**src/rtl/opc5_cpu_pkg.sv**
```systemverilog
// Shared definitions for the OPC5 core: FSM encodings, opcodes,
// predicate codes and the halt pattern.
package opc5_cpu_pkg;

    typedef enum logic [2:0] {
        FETCH0 = 3'b000,
        FETCH1 = 3'b001,
        EA_ED  = 3'b010,
        RDMEM  = 3'b011,
        EXEC   = 3'b100,
        WRMEM  = 3'b101
    } state_t;

    localparam logic [3:0] OP_MOV  = 4'h0;
    localparam logic [3:0] OP_AND  = 4'h1;
    localparam logic [3:0] OP_OR   = 4'h2;
    localparam logic [3:0] OP_XOR  = 4'h3;
    localparam logic [3:0] OP_ADD  = 4'h4;
    localparam logic [3:0] OP_ADC  = 4'h5;
    localparam logic [3:0] OP_STO  = 4'h6;
    localparam logic [3:0] OP_LD   = 4'h7;
    localparam logic [3:0] OP_ROR  = 4'h8;
    localparam logic [3:0] OP_NOT  = 4'h9;
    localparam logic [3:0] OP_SUB  = 4'hA;
    localparam logic [3:0] OP_SBC  = 4'hB;
    localparam logic [3:0] OP_CMP  = 4'hC;
    localparam logic [3:0] OP_CMPC = 4'hD;
    localparam logic [3:0] OP_BSWP = 4'hE;
    localparam logic [3:0] OP_PSR  = 4'hF;

    localparam logic [2:0] P_ALWAYS = 3'b000;
    localparam logic [2:0] P_NEVER  = 3'b001;
    localparam logic [2:0] P_Z      = 3'b010;
    localparam logic [2:0] P_NZ     = 3'b011;
    localparam logic [2:0] P_C      = 3'b100;
    localparam logic [2:0] P_NC     = 3'b101;
    localparam logic [2:0] P_S      = 3'b110;
    localparam logic [2:0] P_NS     = 3'b111;

    localparam logic [10:0] HALT_PAT = 11'h000;

    function automatic logic pred_ok(input logic [2:0] p,
                                     input logic c,
                                     input logic z,
                                     input logic s);
        logic ok;
        unique case (p)
            P_ALWAYS: ok = 1'b1;
            P_NEVER:  ok = 1'b0;
            P_Z:      ok = z;
            P_NZ:     ok = !z;
            P_C:      ok = c;
            P_NC:     ok = !c;
            P_S:      ok = s;
            default:  ok = !s;
        endcase
        return ok;
    endfunction

endpackage

```
**src/rtl/opc5_alu.sv**
```systemverilog
// OPC5 combinational ALU: result and C/Z/S from opcode, dst value,
// effective operand and carry in.
module opc5_alu
    import opc5_cpu_pkg::*;
(
    input  logic [3:0]  op,
    input  logic [15:0] a,
    input  logic [15:0] b,
    input  logic        cin,
    output logic [15:0] result,
    output logic        cout,
    output logic        zout,
    output logic        sout
);

    logic [16:0] sum;

    always_comb begin
        sum    = 17'h0;
        result = b;
        cout   = cin;
        unique case (op)
            OP_AND:  result = a & b;
            OP_OR:   result = a | b;
            OP_XOR:  result = a ^ b;
            OP_ADD: begin
                sum    = {1'b0, a} + {1'b0, b};
                result = sum[15:0];
                cout   = sum[16];
            end
            OP_ADC: begin
                sum    = {1'b0, a} + {1'b0, b} + {16'h0, cin};
                result = sum[15:0];
                cout   = sum[16];
            end
            // carry out of a + ~b + 1 is the inverted borrow
            OP_SUB, OP_CMP: begin
                sum    = {1'b0, a} + {1'b0, ~b} + 17'd1;
                result = sum[15:0];
                cout   = sum[16];
            end
            OP_SBC, OP_CMPC: begin
                sum    = {1'b0, a} + {1'b0, ~b} + {16'h0, cin};
                result = sum[15:0];
                cout   = sum[16];
            end
            OP_ROR: begin
                result = {cin, b[15:1]};
                cout   = b[0];
            end
            OP_NOT:  result = ~b;
            OP_BSWP: result = {b[7:0], b[15:8]};
            default: result = b;
        endcase
        zout = (result == 16'h0);
        sout = result[15];
    end

endmodule

```
**src/rtl/opc5_cpu.sv**
```systemverilog
// OPC5 16-bit CPU core with one multiplexed memory port.
// Define OPC5_HALT_EN to make the halt pattern freeze the core in EXEC.
module opc5_cpu
    import opc5_cpu_pkg::*;
(
    input  logic        clk,
    input  logic        reset_b,
    output logic [15:0] address,
    input  logic [15:0] datain,
    output logic [15:0] dataout,
    output logic        rnw
);

    state_t      state;
    logic [15:0] rf [0:15];
    logic [15:0] pc;
    logic [15:0] ir;
    logic [15:0] opr;
    logic [15:0] ea;
    logic        c, z, s;

    logic [3:0]  op, src, dst;
    logic [15:0] src_val, dst_val, alu_res, wdata;
    logic        alu_c, alu_z, alu_s;
    logic        is_halt, wr_en;

    assign op  = ir[11:8];
    assign src = ir[7:4];
    assign dst = ir[3:0];

    always_comb begin
        src_val = rf[src];
        dst_val = rf[dst];
        if (src == 4'd0)  src_val = 16'h0;
        if (src == 4'd15) src_val = pc;
        if (dst == 4'd0)  dst_val = 16'h0;
        if (dst == 4'd15) dst_val = pc;
    end

    opc5_alu u_alu (
        .op     (op),
        .a      (dst_val),
        .b      (ea),
        .cin    (c),
        .result (alu_res),
        .cout   (alu_c),
        .zout   (alu_z),
        .sout   (alu_s)
    );

    assign is_halt = (ir[10:0] == HALT_PAT);
    assign wr_en   = !(op == OP_STO || op == OP_CMP || op == OP_CMPC ||
                       (op == OP_PSR && dst == 4'd0));
    assign wdata   = (op == OP_PSR) ? {13'b0, c, z, s} : alu_res;

    // Reset gates the bus at once so an aborted WRMEM never commits.
    always_comb begin
        address = 16'h0;
        dataout = 16'h0;
        rnw     = 1'b1;
        if (!reset_b) begin
            address = (state == RDMEM || state == WRMEM) ? ea : pc;
            if (state == WRMEM) begin
                rnw     = 1'b0;
                dataout = dst_val;
            end
        end
    end

    always_ff @(posedge clk) begin
        if (reset_b) begin
            state <= FETCH0;
            pc    <= 16'h0;
            ir    <= 16'h0;
            opr   <= 16'h0;
            ea    <= 16'h0;
            c     <= 1'b0;
            z     <= 1'b0;
            s     <= 1'b0;
            for (int i = 0; i < 16; i++) rf[i] <= 16'h0;
        end else begin
            unique case (state)
                FETCH0: begin
                    ir    <= datain;
                    pc    <= pc + 16'd1;
                    state <= datain[12] ? FETCH1 : EA_ED;
                end
                FETCH1: begin
                    opr   <= datain;
                    pc    <= pc + 16'd1;
                    state <= EA_ED;
                end
                EA_ED: begin
                    ea <= src_val + (ir[12] ? opr : 16'h0);
                    if (!pred_ok(ir[15:13], c, z, s)) state <= FETCH0;
                    else if (op == OP_LD)             state <= RDMEM;
                    else if (op == OP_STO)            state <= WRMEM;
                    else                              state <= EXEC;
                end
                RDMEM: begin
                    ea    <= datain;
                    state <= EXEC;
                end
                EXEC: begin
                    if (!is_halt) begin
                        if (wr_en) begin
                            if (dst == 4'd15)     pc      <= wdata;
                            else if (dst != 4'd0) rf[dst] <= wdata;
                        end
                        if (op == OP_PSR) begin
                            if (dst == 4'd0) {c, z, s} <= ea[2:0];
                        end else begin
                            {c, z, s} <= {alu_c, alu_z, alu_s};
                        end
                        state <= FETCH0;
                    end else begin
`ifdef OPC5_HALT_EN
                        state <= EXEC;
`else
                        state <= FETCH0;
`endif
                    end
                end
                WRMEM:   state <= FETCH0;
                default: state <= FETCH0;
            endcase
        end
    end

endmodule

```
**config.mk**
```make
export PLATFORM = sky130hd
export DESIGN_NAME = opc5_cpu
export DESIGN_NICKNAME = d
export VERILOG_FILES = /design/src/rtl/opc5_cpu_pkg.sv /design/src/rtl/opc5_alu.sv /design/src/rtl/opc5_cpu.sv
export SDC_FILE = /design/constraint.sdc
export NUM_CORES = 1
export LEC_CHECK = 0
export ABC_CLOCK_PERIOD_IN_PS = 13100
export CAP_MARGIN = 20
export CORE_ASPECT_RATIO = 0.7
export CORE_MARGIN = 5
export CORE_UTILIZATION = 60
export CTS_BUF_LIST = sky130_fd_sc_hd__clkbuf_8
export CTS_CLUSTER_SIZE = 30
export DETAILED_ROUTE_END_ITERATION = 6
export HOLD_SLACK_MARGIN = 0.08
export PLACE_DENSITY = 0.83
export SETUP_SLACK_MARGIN = 0.02
export SYNTH_ARGS = -nofsm -noshare
export SYNTH_HDL_FRONTEND = slang
export SYNTH_HIERARCHICAL = 1
export SYNTH_SLANG_ARGS = --single-unit
```
**constraint.sdc**
```tcl
create_clock -name clk -period 13.1 [get_ports clk]
set_input_delay 1.965 -clock clk [delete_from_list [all_inputs] [get_ports clk]]
set_output_delay 1.965 -clock clk [all_outputs]
set_load 0.01 [all_outputs]
```
==> results_dict.tcl <==
set metrics [dict create \
    status "completed" \
    grtUsageTotal_pct 35.9 \
    die_h_um 171 \
    rsz0062_at_grt "false" \
    synthArstFlopShare_pct 0 \
    min_path_cells 2 \
    nets 2237 \
    root_buffer "clkbuf_8" \
    drt_iter0_drc 4087 \
    drt_pre_antenna_iters 7 \
    ys_seq_area_share_pct 41.8 \
    synth.distinct_cells 98 \
    drv_slew 0 \
    synth_edf_count 256 \
    ys_ff_latch 334 \
    dp_hpwl_um 51900 \
    p_leak_nw 8.34 \
    cts_buffers 49 \
    critical-path-max-stage-delay_ns 0.74 \
    skew_ns 0.0411 \
    setup_ws_ns 5.80 \
    clockBufferDepth 3 \
    fin_crit_ns 7.30 \
    arrival_ns 7.86 \
    grt_max_degree 67 \
    slowest_stage "buf_4" \
    required_ns 13.66 \
    postCtsHoldBufs 0 \
    layout-drive-gt1-share_pct 14.3 \
    setup.worst_path.end_class "flip-flop" \
    synth_ff_type "edfxtp_1" \
    synthCells 2139 \
    postCtsSetupBuffers 0 \
    max_freq_ghz 0.137 \
    crit_chain "buf_4 > mux4_2 > mux4_2 > nand2_1 > o21ai_0 > fa_1 > ha_1 > mux2_2 > xor2_1 > nor3_1 > a2111oi_0 > nand3_1 > or3_1 > or4_1 > nor3_1 > or4b_4 > nor4b_2 > mux2i_1 > nor2_1 > a21oi_1 > nor2_1" \
    ant_nets 0 \
    cts_tree "built" \
    grt-ovfl-total 0 \
    post-route-period-util_pct 55.7 \
    drc 0 \
    cts-htree-levels 2 \
    first_global_vias 18165 \
    cts.repair.resized 0 \
    path_max_fanout 39 \
    clk_pin_slew_ns 0.07 \
    die_w_um 239 \
    rr_worst_depth 21 \
    fin_setup_tns_ns 0 \
    num_rows 58 \
    antenna_found_initial 1 \
    clkLatencyLatePin_ns 0.65 \
    hold_path_class "reg2reg" \
    yosysWarnings 6 \
    relSlewSlack_pct 20.5 \
    wl_per_cell_um 28.6 \
    portBuffers 50 \
    initial_core_util_pct 61.2 \
    via_count 19360 \
    synth_top_area_share_pct 34.8 \
    p_per_area_nw_per_um2 135 \
    tightest_slew_ns 1.19 \
    vias_per_cell 7.27 \
    final_area_um2 23900 \
    io_pins 51 \
    dieArea_um2 40800 \
    setup_violations 0 \
    crit_type "reg2reg" \
    area_growth_pct 8.32 \
    gp_congestion 1.06 \
    core_um2 36100 \
    max_cap_viol_count 0 \
    post-place-ws_ns 5.94 \
    cts_sinks 334 \
    grt_pass1_wl_um 111000 \
    syn_area_um2 22100 \
    synth_top_cells_by_area "edfxtp_1 (35%), mux4_2 (16%), dfxtp_1 (7.1%)" \
    yosys.area.top_type "edfxtp_1" \
    syn_area_per_cell_um2 10.3 \
    startpoint_type "flip-flop" \
    wirelength_um 76100 \
    placed_cell_area_um2 22900 \
    peakVddDrop_uv 93.1 \
    finalHoldViolCount 0 \
]
==> cell usage in the layout (no fill, tap or decap), types with 9 or more instances in the layout <==
cell,Yosys,final
a211oi_1,16,16
a21o_1,10,10
a21oi_1,123,123
a221oi_1,17,17
a22oi_1,10,10
and2_1,24,24
and3_1,20,20
buf_4,3,33
clkbuf_8,0,56
clkdlybuf4s50_1,0,49
conb_1,1,32
dfxtp_1,78,74
edfxtp_1,256,256
ha_1,72,72
inv_1,76,94
mux2i_1,17,17
mux4_2,156,156
nand2_1,241,241
nand2_2,9,9
nand3_1,26,26
nand3b_1,10,10
nand4_1,16,16
nor2_1,321,321
nor2b_1,33,33
nor3_1,45,45
nor3b_1,14,14
nor4_1,16,16
o211ai_1,13,13
o21a_1,11,11
o21ai_0,101,101
o22ai_1,14,14
or3_1,15,15
xnor2_1,36,36
xor2_1,12,12
==> routing by layer <==
layer | global-route usage (%) | part of all wire [%]
met4 | 14.5 | 5.5
met1 | 50.5 | 35
met5 | 0.233 | 0.011
met2 | 50.9 | 42
met3 | 13.1 | 17
==> per-stage QoR <==
stage,util [%],hold WS (ns),instances,power (mW)
after floorplan,-,0.432,2170,2.05
after global placement,63.2,0.437,2565,2.34
after detailed placement,63.2,0.444,2566,2.37
after CTS,65.8,0.452,2656,3.17
after global routing,66.2,0.478,2663,3.34
final,66.2,0.450,2664,3.24
==> cells in the mapped netlist, types with 8 or more instances <==
cell        n
o22ai_1    14
and3_1     20
nand2_1   241
clkbuf_1  107
xor2_1     12
or3_1      15
nor2b_1    33
mux4_2    156
and2_1     24
buf_2      45
ha_1       72
inv_1      76
xnor2_1    36
nand2_2     9
nor2_1    321
o21ai_0   101
dfxtp_1    78
a221oi_1   17
nor3b_1    14
a211oi_1   16
nand3b_1   10
nor4_1     16
nand4_1    16
o211ai_1   13
o31ai_1     8
a21oi_1   123
nor3_1     45
o21a_1     11
a221o_1     8
mux2i_1    17
edfxtp_1  256
a21o_1     10
a22oi_1    10
nand3_1    26
==> worst max-delay path, delay by kind of cell (launching register included) <==
kind,cells,cell delay (ns)
simple gates,10,2.40
mux,4,1.45
fa+ha+maj,2,0.93
buf+inv,1,0.74
flops,1,0.72
compound gates,3,0.72
xor+xnor,1,0.22
==> power by group <==
| part | internal [mW] | total (mW) | switching (mW) |
|---|---|---|---|
| Sequential | 1.19 | 1.26 | 0.0659 |
| Clock | 0.392 | 0.829 | 0.437 |
| Combinational | 0.419 | 1.16 | 0.739 |
| Total | 2.00 | 3.24 | 1.24 |
==> cell type report <==
| class | count | area (um2) |
|---|---|---|
| timing repair buffer | 88 | 891 |
| tap | 480 | 601 |
| fill | 2636 | 12200 |
| inverter | 77 | 289 |
| antenna | 1 | 2.50 |
| sequential | 334 | 9260 |
| clock inverter | 34 | 150 |
| multi-input combinational | 1594 | 12000 |
| clock buffer | 56 | 771 |
==> path summary, 6_finish.rpt <==
check | startpoint | to | slack, ns
worst max-delay path | flip-flop | z$_SDFFE_PP0P_ | 5.80
worst min-delay path | opr[2]$_SDFFE_PP0P_ | opr[2]$_SDFFE_PP0P_ | 0.45
worst max register to register | flip-flop | z$_SDFFE_PP0P_ | 5.80
worst min register to register | opr[2]$_SDFFE_PP0P_ | opr[2]$_SDFFE_PP0P_ | 0.45
==> registers in the layout, summed over array words and instances, names as in the netlist, named ones only <==
register  count
c             1
pc           16
rf          256
ir           16
opr          16
state         3
z             1
ea           16
s             1
==> logic make-up after synthesis <==
group	Yosys count	share of synthesized area [%]
xor+xnor	48	1.90
simple gates	837	17.7
mux	181	17.1
flops	334	41.8
other cells	1	0.0170
compound gates	421	12.6
fa+ha+maj	75	4.35
buf+inv	242	4.56
No activity file was read; power rests on OpenSTA's default activity.
